## src/rtl/riscv_structures.sv

```systemverilog
// Shared pipeline-register types for the RISC-V core: EX->MEM and MEM->WB
// stage registers plus the memory-stage FSM state encoding.
package riscv_structures;

    localparam int XLEN = 32;

    typedef struct packed {
        logic            mem_read;
        logic            mem_write;
        logic            reg_write;
        logic            instr_done;
        logic            is_final;
        logic [4:0]      rd;
        logic [XLEN-1:0] alu_result;
        logic [XLEN-1:0] mem_data;
    } ex_to_mem_s;

    typedef struct packed {
        logic            reg_write;
        logic [4:0]      rd;
        logic [XLEN-1:0] result;
        logic            instr_done;
        logic            is_final;
    } mem_to_wb_s;

    typedef enum logic {
        MEM_IDLE,
        MEM_WAIT_RESP
    } mem_state_e;

endpackage

```

## src/rtl/mem_stage.sv

```systemverilog
// Memory stage: word loads/stores over a valid/ready data port, registered into mem_to_wb.
// Optional MEM_MISALIGN_CHECK_EN traps non-word-aligned accesses locally.
module mem_stage
    import riscv_structures::*;
#(
    parameter int ADDR_W = 32,
    parameter int DATA_W = 32
) (
    input  logic              clk,
    input  logic              rst,
    input  ex_to_mem_s        ex_to_mem,
    output logic              mem_busy,
    output logic [XLEN-1:0]   bp_mem,
    output logic              dmem_req_valid,
    input  logic              dmem_req_ready,
    output logic              dmem_req_we,
    output logic [ADDR_W-1:0] dmem_req_addr,
    output logic [DATA_W-1:0] dmem_req_wdata,
    input  logic              dmem_resp_valid,
    input  logic [DATA_W-1:0] dmem_resp_rdata,
    output mem_to_wb_s        mem_to_wb
`ifdef MEM_MISALIGN_CHECK_EN
    ,
    output logic              misalign,
    output logic [ADDR_W-1:0] misalign_addr
`endif
);

    mem_state_e state_q, state_d;
    mem_to_wb_s wb_q, wb_d;
    logic       mem_op, access, mis, complete, use_rdata;

    assign mem_op = ex_to_mem.mem_read | ex_to_mem.mem_write;

`ifdef MEM_MISALIGN_CHECK_EN
    logic              misalign_q, misalign_d;
    logic [ADDR_W-1:0] misalign_addr_q, misalign_addr_d;

    assign mis    = mem_op & (ex_to_mem.alu_result[1:0] != 2'b00);
    assign access = mem_op & ~mis;
`else
    assign mis    = 1'b0;
    assign access = mem_op;
`endif

    assign bp_mem         = ex_to_mem.alu_result;
    assign dmem_req_we    = ex_to_mem.mem_write;
    assign dmem_req_addr  = ADDR_W'(ex_to_mem.alu_result);
    assign dmem_req_wdata = DATA_W'(ex_to_mem.mem_data);

    // Busy never depends on read data, only on the handshake/response strobes.
    always_comb begin
        state_d        = state_q;
        dmem_req_valid = 1'b0;
        mem_busy       = 1'b0;
        complete       = 1'b0;
        use_rdata      = 1'b0;
        case (state_q)
            MEM_IDLE: begin
                if (access) begin
                    dmem_req_valid = 1'b1;
                    if (!dmem_req_ready) begin
                        mem_busy = 1'b1;
                    end else if (ex_to_mem.mem_write) begin
                        complete = 1'b1;
                    end else begin
                        state_d  = MEM_WAIT_RESP;
                        mem_busy = 1'b1;
                    end
                end else begin
                    complete = 1'b1;
                end
            end
            MEM_WAIT_RESP: begin
                if (dmem_resp_valid) begin
                    complete  = 1'b1;
                    use_rdata = 1'b1;
                    state_d   = MEM_IDLE;
                end else begin
                    mem_busy = 1'b1;
                end
            end
            default: state_d = MEM_IDLE;
        endcase
    end

    always_comb begin
        wb_d = '0;
        if (complete) begin
            wb_d.reg_write  = ex_to_mem.reg_write & ~ex_to_mem.mem_write & ~mis;
            wb_d.rd         = ex_to_mem.rd;
            wb_d.result     = use_rdata ? XLEN'(dmem_resp_rdata) : ex_to_mem.alu_result;
            wb_d.instr_done = ex_to_mem.instr_done;
            wb_d.is_final   = ex_to_mem.is_final;
        end
    end

    always_ff @(posedge clk) begin
        if (rst) begin
            state_q <= MEM_IDLE;
            wb_q    <= '0;
        end else begin
            state_q <= state_d;
            wb_q    <= wb_d;
        end
    end

    assign mem_to_wb = wb_q;

`ifdef MEM_MISALIGN_CHECK_EN
    // Trap is a one-cycle pulse; the address is kept until the next trap.
    always_comb begin
        misalign_d      = (state_q == MEM_IDLE) & mis;
        misalign_addr_d = misalign_d ? ADDR_W'(ex_to_mem.alu_result) : misalign_addr_q;
    end

    always_ff @(posedge clk) begin
        if (rst) begin
            misalign_q      <= 1'b0;
            misalign_addr_q <= '0;
        end else begin
            misalign_q      <= misalign_d;
            misalign_addr_q <= misalign_addr_d;
        end
    end

    assign misalign      = misalign_q;
    assign misalign_addr = misalign_addr_q;
`endif

endmodule

```

## config.mk

```make
export PLATFORM = sky130hd
export DESIGN_NAME = mem_stage
export DESIGN_NICKNAME = d
export VERILOG_FILES = /design/src/rtl/riscv_structures.sv /design/src/rtl/mem_stage.sv
export SDC_FILE = /design/constraint.sdc
export NUM_CORES = 1
export LEC_CHECK = 0
export BUFFER_PORTS_ARGS = -buffer_cell sky130_fd_sc_hd__clkbuf_2
export CAP_MARGIN = 20
export CORE_AREA = 2 2 97 99
export CTS_CLUSTER_DIAMETER = 60
export CTS_CLUSTER_SIZE = 8
export DETAILED_ROUTE_END_ITERATION = 8
export DIE_AREA = 0 0 99 101
export GPL_ROUTABILITY_DRIVEN = 0
export GPL_TIMING_DRIVEN = 0
export PLACE_DENSITY = 0.63
export SYNTH_ARGS = -nofsm -noshare
export SYNTH_HDL_FRONTEND = slang
export SYNTH_SLANG_ARGS = --single-unit
```

## constraint.sdc

```tcl
create_clock -name clk -period 1.3 [get_ports clk]
set_clock_uncertainty 0.2 [all_clocks]
set_input_delay 0.13 -clock clk [delete_from_list [all_inputs] [get_ports clk]]
set_output_delay 0.13 -clock clk [all_outputs]
set_load 0.005 [all_outputs]
```

==> summary.txt, run 1 <==
Clocking
  – Clock buffer depth: 2
  – Clock sinks: 41
  – Root Buffer: clkbuf_8
  – Worst skew pair latency: 280 ps
  – Clk pin slew, worst setup/hold paths: 80 ps
  – Cts hold-fix bufs: 75
  – Post-CTS Setup Bufs: 0
  – TritonCTS Buffers: 5
  – TritonCTS clock tree: yes
  – H-Tree Depth: 2

STA
  – Final hold vios: 1
  – F_max: 735 MHz
  – Setup ws final: -59.7 ps
  – Worst slew margin: 81.7%
  – Post-route minimum period: 1360 ps
  – Hold slack: -6.09 ps
  – Final setup TNS: -1680 ps
  – Final Max Slew Viols: 0
  – Final setup fails: 38
  – Fin crit share: 105%
  – Slew @ Worst Pin: 275 ps
  – RSZ-0062 raised after global routing: true

Drt
  – Drt total wl: roughly 7600 µm
  – WL/cell: 12.5 µm
  – Drc violations: 0
  – Routed vias/inst: 3.91
  – DR pass1 iterations: 4
  – Routed vias: around 2400
  – Remaining antenna violation count: 0
  – Initial DRC Count: 27

Placed design
  – Dpl hpwl: 5540 µm
  – PortBufs: 216

Worst setup path
  – Crit path DAT: 1340 ps
  – WP data required: 1280 ps
  – Reg2reg path depth: 4
  – Worst reg2reg startpoint: state_q
  – R2R Path End: mem_to_wb[2]
  – Kind of critical path: reg -> reg
  – CP Cell Sequence: and3b_1 > buf_6 > buf_6 > a22o_1
  – CP endpoint kind: flop
  – Startpoint Class: flop
  – Worst setup endpoint: mem_to_wb[2]
  – Slowest CP cell: dfxtp_4
  – CP dominant cell by count: buf_6
  – Slowest stage delay, CP: 370 ps
  – Crit. Startpoint: state_q
  – Worst reg2reg setup slack: -60 ps
  – CP Max Fanout: 10

Finish
  – Antenna diode count: 0
  – Sequential Area: 825 µm²
  – Layout cells sized above 1: 67.1%
  – Syn-to-layout area delta: 102%
  – Fillcell total: between 800 and 900
  – Multi-input gate area: 448 µm²
  – Post-layout nets: 607

Power and ir drop
  – VDD IR max: 390 µV
  – Leakage power: 2.31 nW
  – PwrDens: roughly 770 nW/µm²

Min path
  – Hold-critical path depth: 3
  – Worst min path class: in -> reg
  – Hold path start: dmem_req_ready

Synth
  – Synth Instances: 200
  – Sequential share of the synthesized area: 39.9%
  – Synth Cell Area: between 2000 and 2500 µm²
  – Syn_nets: 310
  – Library cells used by synthesis: 19
  – Syn avg cell area: 10.3 µm²
  – Number of synthesis warnings: 0
  – #FFs+latches synth: approximately 40

Global route
  – Number of global-route vias before repair: 2373
  – Largest net degree at the start of global routing: 13
  – Overflow after GRT: 0
  – Initial antenna violation count: 0
  – GRT Total Usage: about 14%
  – First-pass GRT wire length: 11100 µm

Floorplan
  – Placeable Area: 8980 µm²
  – Rows: 35
  – Die width: 99 µm
  – Die Footprint: roughly 10000 µm²
  – Die height: approximately 100 µm
  – Initial Util: 22.9%
  – Boundary Pins: approximately 250

Flow run
  – MaxCap Viol Count: 0

Outcome
  – Failing checks: hold timing, setup timing
  – Outcome: finished, violations left
==> registers in the layout, indices dropped and copies added, names as in the netlist <==
name	count
mem_to_wb	40
state_q	1
==> synth_stat cells <==
library cell | n | area [µm²]
and3_4 | 1 | 11.3
nor2b_1 | 7 | 43.8
o21a_1 | 1 | 7.51
or2b_1 | 1 | 7.51
and3b_1 | 1 | 8.76
dfxtp_1 | 41 | 821
nand2_1 | 2 | 7.51
or3b_2 | 1 | 8.76
buf_4 | 98 | 736
nor3b_1 | 1 | 7.51
a21oi_1 | 1 | 5.00
buf_6 | 4 | 45.0
a31oi_4 | 1 | 21.3
nand2b_1 | 1 | 6.26
nor2_1 | 2 | 7.51
nor2_2 | 1 | 6.26
buf_2 | 3 | 15.0
nand2b_4 | 1 | 13.8
a22o_1 | 32 | 280
==> cell families after synthesis <==
logic type	count (synthesis)	share of synthesized area, %
buf+inv	105	38.6
compound gates	35	15.2
simple gates	19	6.26
flops	41	39.9
==> worst min path at each step <==
stage          endpoint  slack [ps]
6_report        state_q          -6
5_1_grt         state_q         -10
4_1_cts         state_q         -20
3_5_place_dp    state_q         130
3_3_place_gp    state_q         120
2_1_floorplan   state_q          -8
==> cell type report <==
class | count | area share (%)
Multi-Input combinational cell | 54 | 10.8
Clock inverter | 1 | 0.120
Buffer | 104 | 19.7
Timing Repair Buffer | 291 | 44.0
Clock buffer | 7 | 2.31
Sequential cell | 41 | 19.8
Tap cell | 111 | 3.34
==> power by group <==
group	leakage [nW]	internal (W)	switching, W
registers	0.338	0.00132	0.0000231
clock network	0.0542	0.000480	0.000422
logic	1.92	0.000634	0.000323
total	2.31	0.00244	0.000768
==> layout by cell type (no fill, tap or decap) <==
cell and count:
nand2b_4 1, dfxtp_1 40, nor2_4 1, dfxtp_4 1, o21a_1 1, buf_8 3, and3_4 1, nand2_1 2
or2b_1 1, and3b_1 1, a22o_1 32, or3b_2 1, buf_4 97, nand2b_1 1, nor2b_1 7, nor2_1 2
a31oi_4 1, clkbuf_2 216, dlygate4sd3_1 75, nor3b_1 1, clkinv_2 1, clkbuf_8 7, buf_6 4, a21oi_1 1
==> worst max-delay path: cells and delay by family (launching register included) <==
family	cells	cell delay, ps
compound gates	1	230
flops	1	370
simple gates	1	170
buf+inv	2	280
==> routing by layer <==
metal / up-vias / share of wire, % / track usage [%]
li1: 1163 / - / -
met1: 1060 / 33 / 14.2
met2: 153 / 56 / 27.9
met3: 8 / 9.2 / 2.91
met4: 0 / 1.8 / 5.06
met5: - / 0 / 0
==> per-stage QoR <==
stage / worst slack, ps / util, % / instances / power, W / area, µm²
finish: -59.7 / 46.4 / 609 / 0.00321 / 4160
global placement: -106 / 36.6 / 527 / 0.00215 / 3290
floorplan: -6.73 / - / 200 / 0.00175 / 2070
global route: -118 / 46.4 / 609 / 0.00341 / 4160
CTS: -72.5 / 46.4 / 609 / 0.00326 / 4160
detailed placement: -103 / 36.6 / 527 / 0.00216 / 3290
==> repair_timing <==
item	in CTS	in global routing
gates resized for setup	9	0
pin swaps	0	2
gates cloned	0	0
endpoints found under the hold margin	41	1
setup endpoints to repair	38	39
No activity file was read; power rests on OpenSTA's default activity.
==> run 2, diff against run 1 <==
CORE_AREA = 2 2 98 100   (was 2 2 97 99)
DIE_AREA = 0 0 100 102   (was 0 0 99 101)
PLACE_DENSITY = 0.6   (was 0.63)
clock period = 1.5 ns   (was 1.3 ns; I/O delays follow)
==> run 2 against run 1 <==
- the run now ends clean
- combinational power shrank 13%
- routed wire length shrank 1.2%
- setup slack gained 140 ps
- critical path type is now in -> out
- critical endpoint is now dmem_req_addr[23]
- power shrank 13%
- worst hold slack gained 42 ps
- clock power shrank 12%
- via count grew 1.5%
- sequential power shrank 13%
- first-iteration DRC count shrank 19%
- global-route usage shrank 1.1 points
==> summary.txt, run 2 (synthesis results as in run 1) <==
STA
  – RSZ-0062 raised after global routing: false (was true)
  – Final hold vios: 0 (was 1)
  – Slew @ Worst Pin: 276 ps (was 275 ps)
  – Fin crit share: 95.0%
  – F_max: about 700 MHz
  – Setup ws final: 75.7 ps (was -59.7 ps)
  – Post-route minimum period: 1420 ps
  – Worst slew margin: 81.6% (was 81.7%)
  – Final setup TNS: 0 ps (was -1680 ps)
  – Final setup fails: 0 (was 38)
  – Final Max Slew Viols: 0 (unchanged)

Global route
  – Largest net degree at the start of global routing: 13 (unchanged)
  – Initial antenna violation count: 0 (unchanged)
  – First-pass GRT wire length: 10300 µm (was 11100 µm)
  – Number of global-route vias before repair: 2207 (was 2373)
  – Overflow after GRT: 0 (unchanged)
  – GRT Total Usage: 12.9% (was 14.0%)

Power and ir drop
  – Reg power frac: 41.8% (was 42.0%)
  – PwrDens: 676 nW/µm² (was 771 nW/µm²)
  – P_int: 0.00211 W (was 0.00244 W)
  – VDD IR max: 316 µV (was 390 µV)
  – Combinational share of power: 29.7% (was 29.8%)
  – Switching Power: 0.000682 W (was 0.000768 W)
  – Leakage power: 2.31 nW (about the same)
  – Clock share of power: 28.5% (was 28.1%)
  – Switching power share of the total: 24.4% (was 24.0%)

Floorplan
  – Placeable Area: 9110 µm² (was 8980 µm²)
  – Rows: 35 (unchanged)
  – Boundary Pins: 249 (unchanged)
  – Die width: 100 µm (was 99 µm)
  – Die height: 102 µm (was 101 µm)
  – Die Footprint: 10200 µm² (was 10000 µm²)
  – Initial Util: 22.6% (was 22.9%)

Clocking
  – Clock sinks: 41 (unchanged)
  – Clock buffer depth: 2 (unchanged)
  – Root Buffer: clkbuf_8 (unchanged)
  – Clk pin slew, worst setup/hold paths: 70 ps (was 80 ps)
  – TritonCTS clock tree: yes (unchanged)
  – Worst skew pair latency: 280 ps (about the same)
  – TritonCTS Buffers: 5 (unchanged)
  – H-Tree Depth: 2 (unchanged)

Drt
  – DR pass1 iterations: 6 (was 4)
  – Routed vias/inst: 3.97 (was 3.91)
  – WL/cell: 12.3 µm (was 12.5 µm)
  – Drt total wl: 7500 µm (was 7590 µm)
  – Routed vias: 2419 (was 2384)
  – Drc violations: 0 (unchanged)
  – Remaining antenna violation count: 0 (unchanged)
  – Initial DRC Count: 22 (was 27)

Finish
  – Fillcell total: 840 (was 818)
  – Final core occ: 45.4% (was 46.4%)
  – Layout cells sized above 1: 67.1% (about the same)
  – Post-route cell area: 4130 µm² (was 4160 µm²)
  – Most common cell after layout, fill and taps aside: clkbuf_2 (unchanged)
  – Syn-to-layout area delta: 101% (was 102%)
  – Post-layout nets: 608 (was 607)
  – Most frequent cells in the layout: clkbuf_2 (216), buf_4 (98), dlygate4sd3_1 (75), dfxtp_1 (40), a22o_1 (32) (was clkbuf_2 (216), buf_4 (97), dlygate4sd3_1 (75), dfxtp_1 (40), a22o_1 (32))
  – Antenna diode count: 0 (unchanged)
  – Max FFs per register: 40 (unchanged)

Placed design
  – PortBufs: 216 (unchanged)
  – Setup WS pre-CTS: 55.9 ps (was -103 ps)
  – Dpl hpwl: 5100 µm (was 5540 µm)
  – Placed instance area: 3280 µm² (was 3290 µm²)

Worst setup path
  – Slowest stage delay, CP: 560 ps (was 370 ps)
  – Crit path DAT: 1070 ps (was 1340 ps)
  – Worst reg2reg setup slack: 80 ps (was -60 ps)
  – CP dominant cell by count: clkbuf_2 (was buf_6)
  – Kind of critical path: in -> out (was reg -> reg)
  – CP Max Fanout: 3 (was 10)
  – WP data required: 1150 ps (was 1280 ps)
  – CP Cell Sequence: dlygate4sd3_1 > clkbuf_2 > buf_4 > clkbuf_2 (was and3b_1 > buf_6 > buf_6 > a22o_1)
  – Slowest CP cell: dlygate4sd3_1 (was dfxtp_4)
  – CP endpoint kind: primary output (was flop)
  – Crit path max-delay family: buffers and inverters (was flip-flops)
  – Startpoint Class: input port (was flop)
  – WP buf/inv: 4 (was 2)

Outcome
  – Outcome: finished, final reports clean (was finished, violations left)

Flow run
  – MaxCap Viol Count: 0 (unchanged)

Min path
  – Worst min path class: in -> reg (unchanged)
==> run 2: power groups by stage <==
stage / Clock [W] / Sequential, W / Combinational [W]
finish: 0.000796 / 0.00117 / 0.000831
global route: 0.000874 / 0.00117 / 0.000896
CTS: 0.000830 / 0.00117 / 0.000826
detailed placement: 0 / 0.00119 / 0.000668
global placement: 0 / 0.00119 / 0.000663
floorplan: 0 / 0.00120 / 0.000315
==> run 2: path summary, 6_finish.rpt <==
check	cells after the start	from	to
setup / recovery	4	ex_to_mem[55]	dmem_req_addr[23]
setup reg to reg	4	state_q	mem_to_wb[8]
hold / removal	3	dmem_req_ready	state_q
hold reg to reg	2	state_q	state_q
==> run 2: layout make-up <==
cell class,count,area [µm²],share of cell area (%)
tap,111,139,3.36
timing repair buffer,291,1830,44.3
clock inverter,1,5.00,0.121
multi-input combinational,54,443,10.7
buffer,105,796,19.3
sequential,41,822,19.9
clock buffer,7,96.3,2.33
==> run 2: through the flow <==
stage,hold slack [ps],instances,power (W)
6_report,35.9,610,0.00280
3_3_place_gp,159,527,0.00185
5_1_grt,49.1,610,0.00294
2_1_floorplan,19.1,200,0.00151
4_1_cts,25.6,610,0.00282
3_5_place_dp,166,527,0.00186
==> run 2: layer usage <==
layer | global-route usage [%] | wire [µm]
met1 | 11.5 | 2440
met2 | 27.4 | 4160
met3 | 3.83 | 817
met4 | 3.79 | 89
met5 | 0 | 0
==> run 2: repair_timing <==
action,in CTS,in global routing
buffers inserted,0,0
hold buffers,75,0
gates resized for setup,0,1
endpoints found under the hold margin,41,0
endpoints found under the setup margin,0,31
==> run 2: worst register-to-register path, delay by kind of cell (launching register included) <==
kind                   cells  cell delay, ps
AO/OA/AOI/OAI              1             250
buffers and inverters      2             360
flip-flops                 1             350
AND/OR/NAND/NOR            1             160
